**src/rtl/token_emitter.sv**
```systemverilog
// -----------------------------------------------------------------------------
// token_emitter
//   Downstream stage of the encoder's vocabulary matcher. Each accepted match
//   result becomes one token id in a small output FIFO: a hit pushes its
//   vocabulary id, a miss pushes UNK_ID. The start address of the next match
//   attempt is tracked here and fed back to the matcher. When the matcher
//   reports the input is exhausted, an EOS_ID entry flagged "last" is appended.
//   Once that entry has drained, done is raised until cs drops.
//
// Handshakes (both sides): a transfer happens on a rising clk edge where
//   valid & ready are both 1. A producer holds valid and its payload stable
//   until that transfer. match_ready depends only on registered state, the
//   FIFO fill level and cs. It never depends on tok_ready combinationally.
//
// Ports
//   clk, rst_n       clock; synchronous active-low reset
//   cs               chip select; dropping it idles/aborts the block
//   match_*          result channel from the matcher (valid/ready)
//   match_done       matcher has exhausted the input (sampled in RUN)
//   in_offset        start address of the next match attempt
//   tok_*            token stream out (valid/ready), tok_last marks EOS
//   unk_count        saturating count of UNK tokens emitted
//   overflow         sticky flag: in_offset would have exceeded its maximum
//   done             EOS has been consumed; held until cs=0
//   state_dbg        current FSM state, for checkers
// -----------------------------------------------------------------------------
module token_emitter #(
    parameter int          ADDR_WIDTH  = 4,
    parameter int          TOKEN_WIDTH = 8,
    parameter int          FIFO_DEPTH  = 4,
    parameter int unsigned UNK_ID      = 0,
    parameter int unsigned EOS_ID      = 1
) (
    input  logic                   clk,
    input  logic                   rst_n,
    input  logic                   cs,
    input  logic                   match_valid,
    output logic                   match_ready,
    input  logic                   match_found,
    input  logic [TOKEN_WIDTH-1:0] match_token_id,
    input  logic [ADDR_WIDTH-1:0]  match_len,
    input  logic                   match_done,
    output logic [ADDR_WIDTH-1:0]  in_offset,
    output logic                   tok_valid,
    input  logic                   tok_ready,
    output logic [TOKEN_WIDTH-1:0] tok_data,
    output logic                   tok_last,
    output logic [ADDR_WIDTH-1:0]  unk_count,
    output logic                   overflow,
    output logic                   done,
    output logic [2:0]             state_dbg
);

    localparam logic [2:0] ST_IDLE  = 3'd0;
    localparam logic [2:0] ST_RUN   = 3'd1;
    localparam logic [2:0] ST_EOS   = 3'd2;
    localparam logic [2:0] ST_DRAIN = 3'd3;
    localparam logic [2:0] ST_DONE  = 3'd4;

    localparam int PW = $clog2(FIFO_DEPTH);
    localparam int CW = PW + 1;

    logic [2:0] state_q, state_d;

    // FIFO entry = {last, token id}
    logic [TOKEN_WIDTH:0] mem [FIFO_DEPTH];
    logic [PW-1:0]        rd_ptr, wr_ptr;
    logic [CW-1:0]        count;

    logic                 full, empty;
    logic                 accept, eos_push, push, pop, flush, enter_run;
    logic [TOKEN_WIDTH:0] push_data;
    logic [ADDR_WIDTH-1:0] inc;
    logic [ADDR_WIDTH:0]   offset_sum;

    assign full  = (count == CW'(FIFO_DEPTH));
    assign empty = (count == '0);

    assign match_ready = (state_q == ST_RUN) && !full && cs;
    assign accept      = match_valid && match_ready;
    assign eos_push    = (state_q == ST_EOS) && !full && cs;
    assign push        = accept || eos_push;
    assign pop         = !empty && tok_ready;
    assign enter_run   = (state_q == ST_IDLE) && cs;

    // Any active state left via cs=0 discards whatever is still queued.
    assign flush = !cs && ((state_q == ST_RUN) || (state_q == ST_EOS) ||
                           (state_q == ST_DRAIN));

    assign push_data = eos_push ? {1'b1, TOKEN_WIDTH'(EOS_ID)}
                                : {1'b0, (match_found ? match_token_id
                                                      : TOKEN_WIDTH'(UNK_ID))};

    assign tok_valid = !empty;
    assign tok_data  = mem[rd_ptr][TOKEN_WIDTH-1:0];
    assign tok_last  = mem[rd_ptr][TOKEN_WIDTH];

    assign done      = (state_q == ST_DONE);
    assign state_dbg = state_q;

    // A miss, or a hit reporting zero length, still advances by one byte.
    always_comb begin
        inc = ADDR_WIDTH'(1);
        if (match_found && (match_len != '0)) begin
            inc = match_len;
        end
    end

    // One extra bit so the carry out signals that the address space is exceeded.
    assign offset_sum = {1'b0, in_offset} + {1'b0, inc};

    always_comb begin
        state_d = state_q;
        case (state_q)
            ST_IDLE:  if (cs) state_d = ST_RUN;
            ST_RUN: begin
                if (!cs)              state_d = ST_IDLE;
                else if (accept)      state_d = ST_RUN;
                else if (match_done)  state_d = ST_EOS;
            end
            ST_EOS: begin
                if (!cs)              state_d = ST_IDLE;
                else if (eos_push)    state_d = ST_DRAIN;
            end
            ST_DRAIN: begin
                // Leave as soon as the last entry pops so done follows it directly.
                if (!cs)                                         state_d = ST_IDLE;
                else if (empty || ((count == CW'(1)) && pop))    state_d = ST_DONE;
            end
            ST_DONE:  if (!cs) state_d = ST_IDLE;
            default:  state_d = ST_IDLE;
        endcase
    end

    always_ff @(posedge clk) begin
        if (!rst_n) begin
            state_q <= ST_IDLE;
        end else begin
            state_q <= state_d;
        end
    end

    always_ff @(posedge clk) begin
        if (!rst_n) begin
            rd_ptr <= '0;
            wr_ptr <= '0;
            count  <= '0;
            for (int i = 0; i < FIFO_DEPTH; i++) begin
                mem[i] <= '0;
            end
        end else if (flush) begin
            rd_ptr <= '0;
            wr_ptr <= '0;
            count  <= '0;
        end else begin
            if (push) begin
                mem[wr_ptr] <= push_data;
                wr_ptr      <= wr_ptr + 1'b1;
            end
            if (pop) begin
                rd_ptr <= rd_ptr + 1'b1;
            end
            case ({push, pop})
                2'b10:   count <= count + CW'(1);
                2'b01:   count <= count - CW'(1);
                default: count <= count;
            endcase
        end
    end

    always_ff @(posedge clk) begin
        if (!rst_n) begin
            in_offset <= '0;
            unk_count <= '0;
            overflow  <= 1'b0;
        end else if (enter_run) begin
            in_offset <= '0;
            unk_count <= '0;
            overflow  <= 1'b0;
        end else if (accept) begin
            if (offset_sum[ADDR_WIDTH]) begin
                in_offset <= '1;
                overflow  <= 1'b1;
            end else begin
                in_offset <= offset_sum[ADDR_WIDTH-1:0];
            end
            if (!match_found && (unk_count != '1)) begin
                unk_count <= unk_count + ADDR_WIDTH'(1);
            end
        end
    end

endmodule

```
**config.mk**
```make
export PLATFORM = sky130hd
export DESIGN_NAME = token_emitter
export DESIGN_NICKNAME = d
export VERILOG_FILES = /design/src/rtl/token_emitter.sv
export SDC_FILE = /design/constraint.sdc
export NUM_CORES = 1
export LEC_CHECK = 0
export BUFFER_PORTS_ARGS = -buffer_cell sky130_fd_sc_hd__buf_2
export CAP_MARGIN = 20
export CELL_PAD_IN_SITES_DETAIL_PLACEMENT = 0
export CELL_PAD_IN_SITES_GLOBAL_PLACEMENT = 2
export CORE_MARGIN = 2
export CORE_UTILIZATION = 37
export DETAILED_ROUTE_END_ITERATION = 7
export PLACE_DENSITY_LB_ADDON = 0.1
export SLEW_MARGIN = 0
export SYNTH_ARGS = -nofsm -noshare
export SYNTH_HDL_FRONTEND = slang
export SYNTH_SLANG_ARGS = --single-unit
```
**constraint.sdc**
```tcl
create_clock -name clk -period 2.6 [get_ports clk]
set_input_delay 0.65 -clock clk [delete_from_list [all_inputs] [get_ports clk]]
set_output_delay 0.65 -clock clk [all_outputs]
set_load 0.03 [all_outputs]
```
Word level (Yosys, flattened, before mapping)
Memory sizes are Yosys's and may differ from the RTL's. A register that Yosys moved wholly into a read port is not among the register bits.
Cells that the tools add are included.
{"block": "totals", "ram_bits": 36, "memories": 1, "elab_cells": 83, "regBits": 19, "output_inout_bits": 24, "in_bits": 19}
{"memory": "mem", "words": 4, "width": 9, "rd": 1, "rd_clocked_by_memory_dff": 1, "wr": 4, "line": "66", "source": "logic [TOKEN_WIDTH:0] mem [FIFO_DEPTH];"}
{"block": "classes", "bitwise": 1, "reduce_logical": 29, "mux": 25, "n_addsub": 6, "eq_ne": 14}
{"op": "2-to-1 mux 3 bit", "count": 9}
{"op": "2-to-1 mux 9 bit", "count": 2}
{"op": "case mux 3 bit (5 select lines)", "count": 1}
{"op": "logical AND 1 bit", "count": 11}
{"op": "OR reduction 9 bit", "count": 1}
{"op": "2-to-1 mux 4 bit", "count": 2}
{"op": "2-to-1 mux 8 bit", "count": 1}
{"op": "!= test 4 bit, second input constant", "count": 2}
{"op": "equality test 3 x 1 -> 1 bit, second input constant", "count": 2}
{"op": "equality test 3 x 2 -> 1 bit, second input constant", "count": 2}
{"op": "equality test 3 bit, second input constant", "count": 2}
{"op": "logical NOT 3 bit", "count": 2}
{"op": "2-to-1 mux 1 bit", "count": 6}
{"op": "2-to-1 mux 2 bit", "count": 3}
{"op": "case mux 3 bit (2 select lines)", "count": 1}
{"op": "adder 4 x 4 -> 5 bit", "count": 1}
{"op": "AND reduction 5 bit", "count": 1}
{"op": "adder 2 x 1 -> 2 bit, second input constant", "count": 2}
{"op": "adder 4 x 1 -> 4 bit, second input constant", "count": 1}
{"op": "logical NOT 1 bit", "count": 4}
{"op": "logical OR 1 bit", "count": 4}
{"op": "!= test 2 bit, second input constant", "count": 2}
{"op": "AND reduction 2 bit", "count": 2}
{"op": "nonzero test 4 bit", "count": 1}
{"op": "9 further kinds", "count": 10}

Longest topological paths before layout
{"block": "logic_depth", "depth_word": 12, "depth_mapped": 9, "ltp_nobuf": 9}

Worst setup path before layout
No wires, ideal clock.
{"block": "synth_path", "path_type": "register -> register", "from": "register count[0]", "to": "memory mem[0][0] in the netlist's numbering, enable pin", "setup_slack_ns": 0.249, "setup_ns": 0.334, "synth_period_minus_slack_ns": 2.351, "path_buffers": 1, "required_time_ns": 2.266, "path_stages_with_launch": 9, "arrival_time_ns": 2.016, "path_cell_list": "dfxtp_1 -> inv_1 -> ha_1 -> a21o_1 -> o22ai_4 -> inv_2 -> or4_1 -> buf_4 -> nand2_1"}
{"element": "start, declared", "line": "68", "source": "logic [CW-1:0] count;"}
{"element": "start signal, assigned", "line": "164", "source": "2'b10: count <= count + CW'(1);"}
{"element": "start signal, assigned", "line": "165", "source": "2'b01: count <= count - CW'(1);"}
{"element": "start signal, assigned", "line": "166", "source": "default: count <= count;"}
{"element": "end, declared", "line": "66"}

Worst setup path in the final report
{"block": "layout_path", "from": "register count[0]", "to": "output match_ready"}
{"block": "layout_via", "elab_chain_len": 4}
{"element": "equality test 3 bit", "line": "76", "source": "assign full = (count == CW'(FIFO_DEPTH));"}
{"element": "logical NOT 1 bit", "line": "79", "source": "assign match_ready = (state_q == ST_RUN) && !full && cs;"}
{"element": "logical AND 1 bit (2 in series)", "line": "79"}
{"element": "end, declared", "line": "38", "source": "output logic match_ready,"}
Every way passes these cells.

==> flow_metrics.env <==
export IMPL_max_freq_mhz=425
export IMPL_synth_area_leaders="edfxtp_1, dfxtp_1, mux4_2"
export IMPL_fin_util_pct=47.2
export IMPL_num_antenna_cells=0
export IMPL_die_height_um=91.6
export IMPL_power_density_nw_per_um2=707
export IMPL_wl_per_cell_um=14.9
export IMPL_end_kind="output pin"
export IMPL_cp_startpoint="count[0]"
export IMPL_groute_usage_overall_pct=16.0
export IMPL_final_nets=342
export IMPL_cts_tree="done"
export IMPL_ys_warn_count=0
export IMPL_crit_arrival_ps=1700
export IMPL_ff2ff_path_depth=8
export IMPL_std_cell_rows=31
export IMPL_initial_core_util_pct=38.7
export IMPL_worstHoldPathType="reg2reg"
export IMPL_reg2reg_slack_ps=290
export IMPL_synth_edff_count=36
export IMPL_place_area_sq_um=3250
export IMPL_outcome="finished clean"
export IMPL_crit_chain="inv_1, ha_1, buf_4, and2_1, nor2_1, buf_2"
export IMPL_synth_seq_cells=57
export IMPL_ant_nets=0
export IMPL_post_cts_resize_count=0
export IMPL_setup_violations=0
export IMPL_syn_cell_area_sq_um=2840
export IMPL_synth_fp_nets=286
export IMPL_worst_pin_slew_ps=629
export IMPL_cp_slowest_stage_delay_ps=400
export IMPL_htree_levels=3
export IMPL_grt_max_degree=14
export IMPL_globalplace_congestion=0.733
export IMPL_cp_max_fo=5
export IMPL_dp_hpwl_um=4450
export IMPL_overflow=0
export IMPL_clk_latency_ps=330
export IMPL_via_per_inst=5.04
export IMPL_seq_area_frac_synth_pct=52.9
export IMPL_ios=43
export IMPL_syn2layout_area_growth_pct=21.9
export IMPL_synth_ff_type="edfxtp_1"
export IMPL_worstSetupPathType="reg2out"
export IMPL_cp_slowest_cell="dfxtp_1"
export IMPL_die_x_um=91.6
export IMPL_drt_iter0_markers=99
export IMPL_port_buffers=42
export IMPL_hold_violations=0
export IMPL_critical_path_top_delay_family="buffers and inverters"
export IMPL_yosysTopAreaCell="edfxtp_1"
export IMPL_syn_avg_cell_area_sq_um=11.1
export IMPL_clock_sinks=57
export IMPL_irDropWorstVdd_mv=0.268
export IMPL_syn_instance_count=256
export IMPL_drc=0
export IMPL_crit_buf_inv=3
export IMPL_leakagePower_nw=1.40
export IMPL_hold_buffers=0
export IMPL_coreArea_sq_um=7330
export IMPL_grt_pass1_vias=2066
export IMPL_yosysMostFrequentCell="nor2_1"
export IMPL_grt_pass1_wl_um=10300
export IMPL_crit_end="match_ready"
export IMPL_die_area_sq_um=8390
export IMPL_numCtsBuffers=9
export IMPL_maxCapViolCount=0
export IMPL_fin_setup_tns_ps=0
export IMPL_finalInstanceArea_sq_um=3460
export IMPL_worst_clock_skew_ps=4.91
export IMPL_period_share_pct=90.6
export IMPL_worstPathRequired_ps=1950
export IMPL_drive_gt1_share_pct=26.8
export IMPL_relSlewSlack_pct=57.7
export IMPL_synth_cell_type_count=51
export IMPL_period_needed_ps=2350
export IMPL_r2r_start="count[0]"
export IMPL_first_pass_iters=4
export IMPL_antenna_found_initial=0
export IMPL_power_mw=2.45
export IMPL_wl_um=6200
export IMPL_synth_top_cells_by_count="nor2_1, edfxtp_1, dfxtp_1"
export IMPL_num_vias=2095
export IMPL_cts_root_buf="clkbuf_8"
export IMPL_rsz0062_at_grt="no"
export IMPL_cts_setup_buffers=0
export IMPL_crit_path_start_kind="flip-flop"
export IMPL_worstSetupPathDepth=6
export IMPL_synth_top_area_share_pct=38.1
export IMPL_clk_pin_slew_worst_paths_ps=60
export IMPL_synth_async_reset_ratio_pct=0
export IMPL_fillers=706
export IMPL_worstReg2RegEnd="mem[1][6]"
export IMPL_maxSlewViolCount=0
export IMPL_clock_path_buffers=2
[layer usage]
metal,share of wire [%],up-vias,global-route usage [%]
met1,47,980,21.0
met4,1.7,0,7.58
met2,47,63,25.5
met5,0,-,0
li1,-,1043,-
met3,4.5,9,3.07
[sequential cells by signal, indices dropped and copies added, names as in the netlist, named ones only]
register / flops
count: 3
in_offset: 4
mem: 36
overflow: 1
rd_ptr: 2
state_dbg: 3
unk_count: 4
wr_ptr: 2
[area by class of cell]
| type | count | area, sq um | share of cell area, % |
|---|---|---|---|
| clock buffers | 10 | 128 | 3.69 |
| repair buffers | 57 | 348 | 10.1 |
| inverters | 12 | 45.0 | 1.30 |
| multi-input cells | 175 | 1230 | 35.6 |
| well taps | 99 | 124 | 3.58 |
| clock inverters | 6 | 82.6 | 2.39 |
| flip-flops and latches | 57 | 1500 | 43.4 |
[per-stage QoR]
stage | instances | worst slack, ps | hold slack, ps
after floorplan | 256 | 249 | 485
final | 416 | 245 | 468
after detailed placement | 400 | 166 | 455
after global routing | 416 | 101 | 474
after global placement | 400 | 230 | 456
after CTS | 416 | 220 | 467
[worst min-delay path, cell delays in order (launching register included)]
cell	delay, ps
dfxtp_1	320
inv_1	50
a21oi_1	50
[layout by cell type (no fill, tap or decap), types with 2 or more instances in the layout]
cell type / synthesis / layout
xor2_1: 8 / 8
buf_4: 2 / 13
a21oi_1: 11 / 11
nand4_1: 4 / 4
nor2b_1: 3 / 3
and2_1: 5 / 5
nand2_1: 19 / 19
edfxtp_1: 36 / 36
o21ai_0: 11 / 11
mux2i_1: 2 / 2
a21boi_0: 3 / 3
or4_1: 2 / 2
o21a_1: 3 / 3
nor4_1: 3 / 3
clkbuf_8: 0 / 9
buf_2: 1 / 42
xnor2_1: 2 / 2
buf_12: 0 / 2
or3_1: 3 / 3
nand3b_1: 2 / 2
bufinv_16: 0 / 2
inv_1: 11 / 11
and3_1: 2 / 2
ha_1: 10 / 10
nor2_1: 45 / 45
mux4_2: 9 / 9
clkinv_2: 0 / 2
nand3_1: 5 / 5
a21o_1: 2 / 2
dfxtp_1: 21 / 21
[logic make-up after synthesis]
| group | Yosys count | share of synthesized area [%] |
|---|---|---|
| simple gates | 101 | 17.4 |
| flops | 57 | 52.9 |
| compound gates | 42 | 9.88 |
| buf+inv | 24 | 3.75 |
| mux | 11 | 7.85 |
| fa+ha+maj | 11 | 5.11 |
| xor+xnor | 10 | 3.09 |
[worst min-delay path by stage]
| stage | from | end | slack [ps] | cells after the start |
|---|---|---|---|---|
| 3_3_place_gp | overflow | overflow | 460 | 2 |
| 6_report | overflow | overflow | 470 | 2 |
| 4_1_cts | overflow | overflow | 470 | 2 |
| 5_1_grt | overflow | overflow | 470 | 2 |
| 2_1_floorplan | rd_ptr[1] | flip-flop | 480 | 2 |
| 3_5_place_dp | overflow | overflow | 450 | 2 |
[where the power goes]
part | internal, mW | switching [mW] | leakage, nW | total, mW
registers | 1.01 | 0.0366 | 0.542 | 1.05
clock network | 0.535 | 0.348 | 0.108 | 0.883
logic | 0.205 | 0.310 | 0.754 | 0.515
total | 1.75 | 0.695 | 1.40 | 2.45
Power figures use the tool's default switching activity.
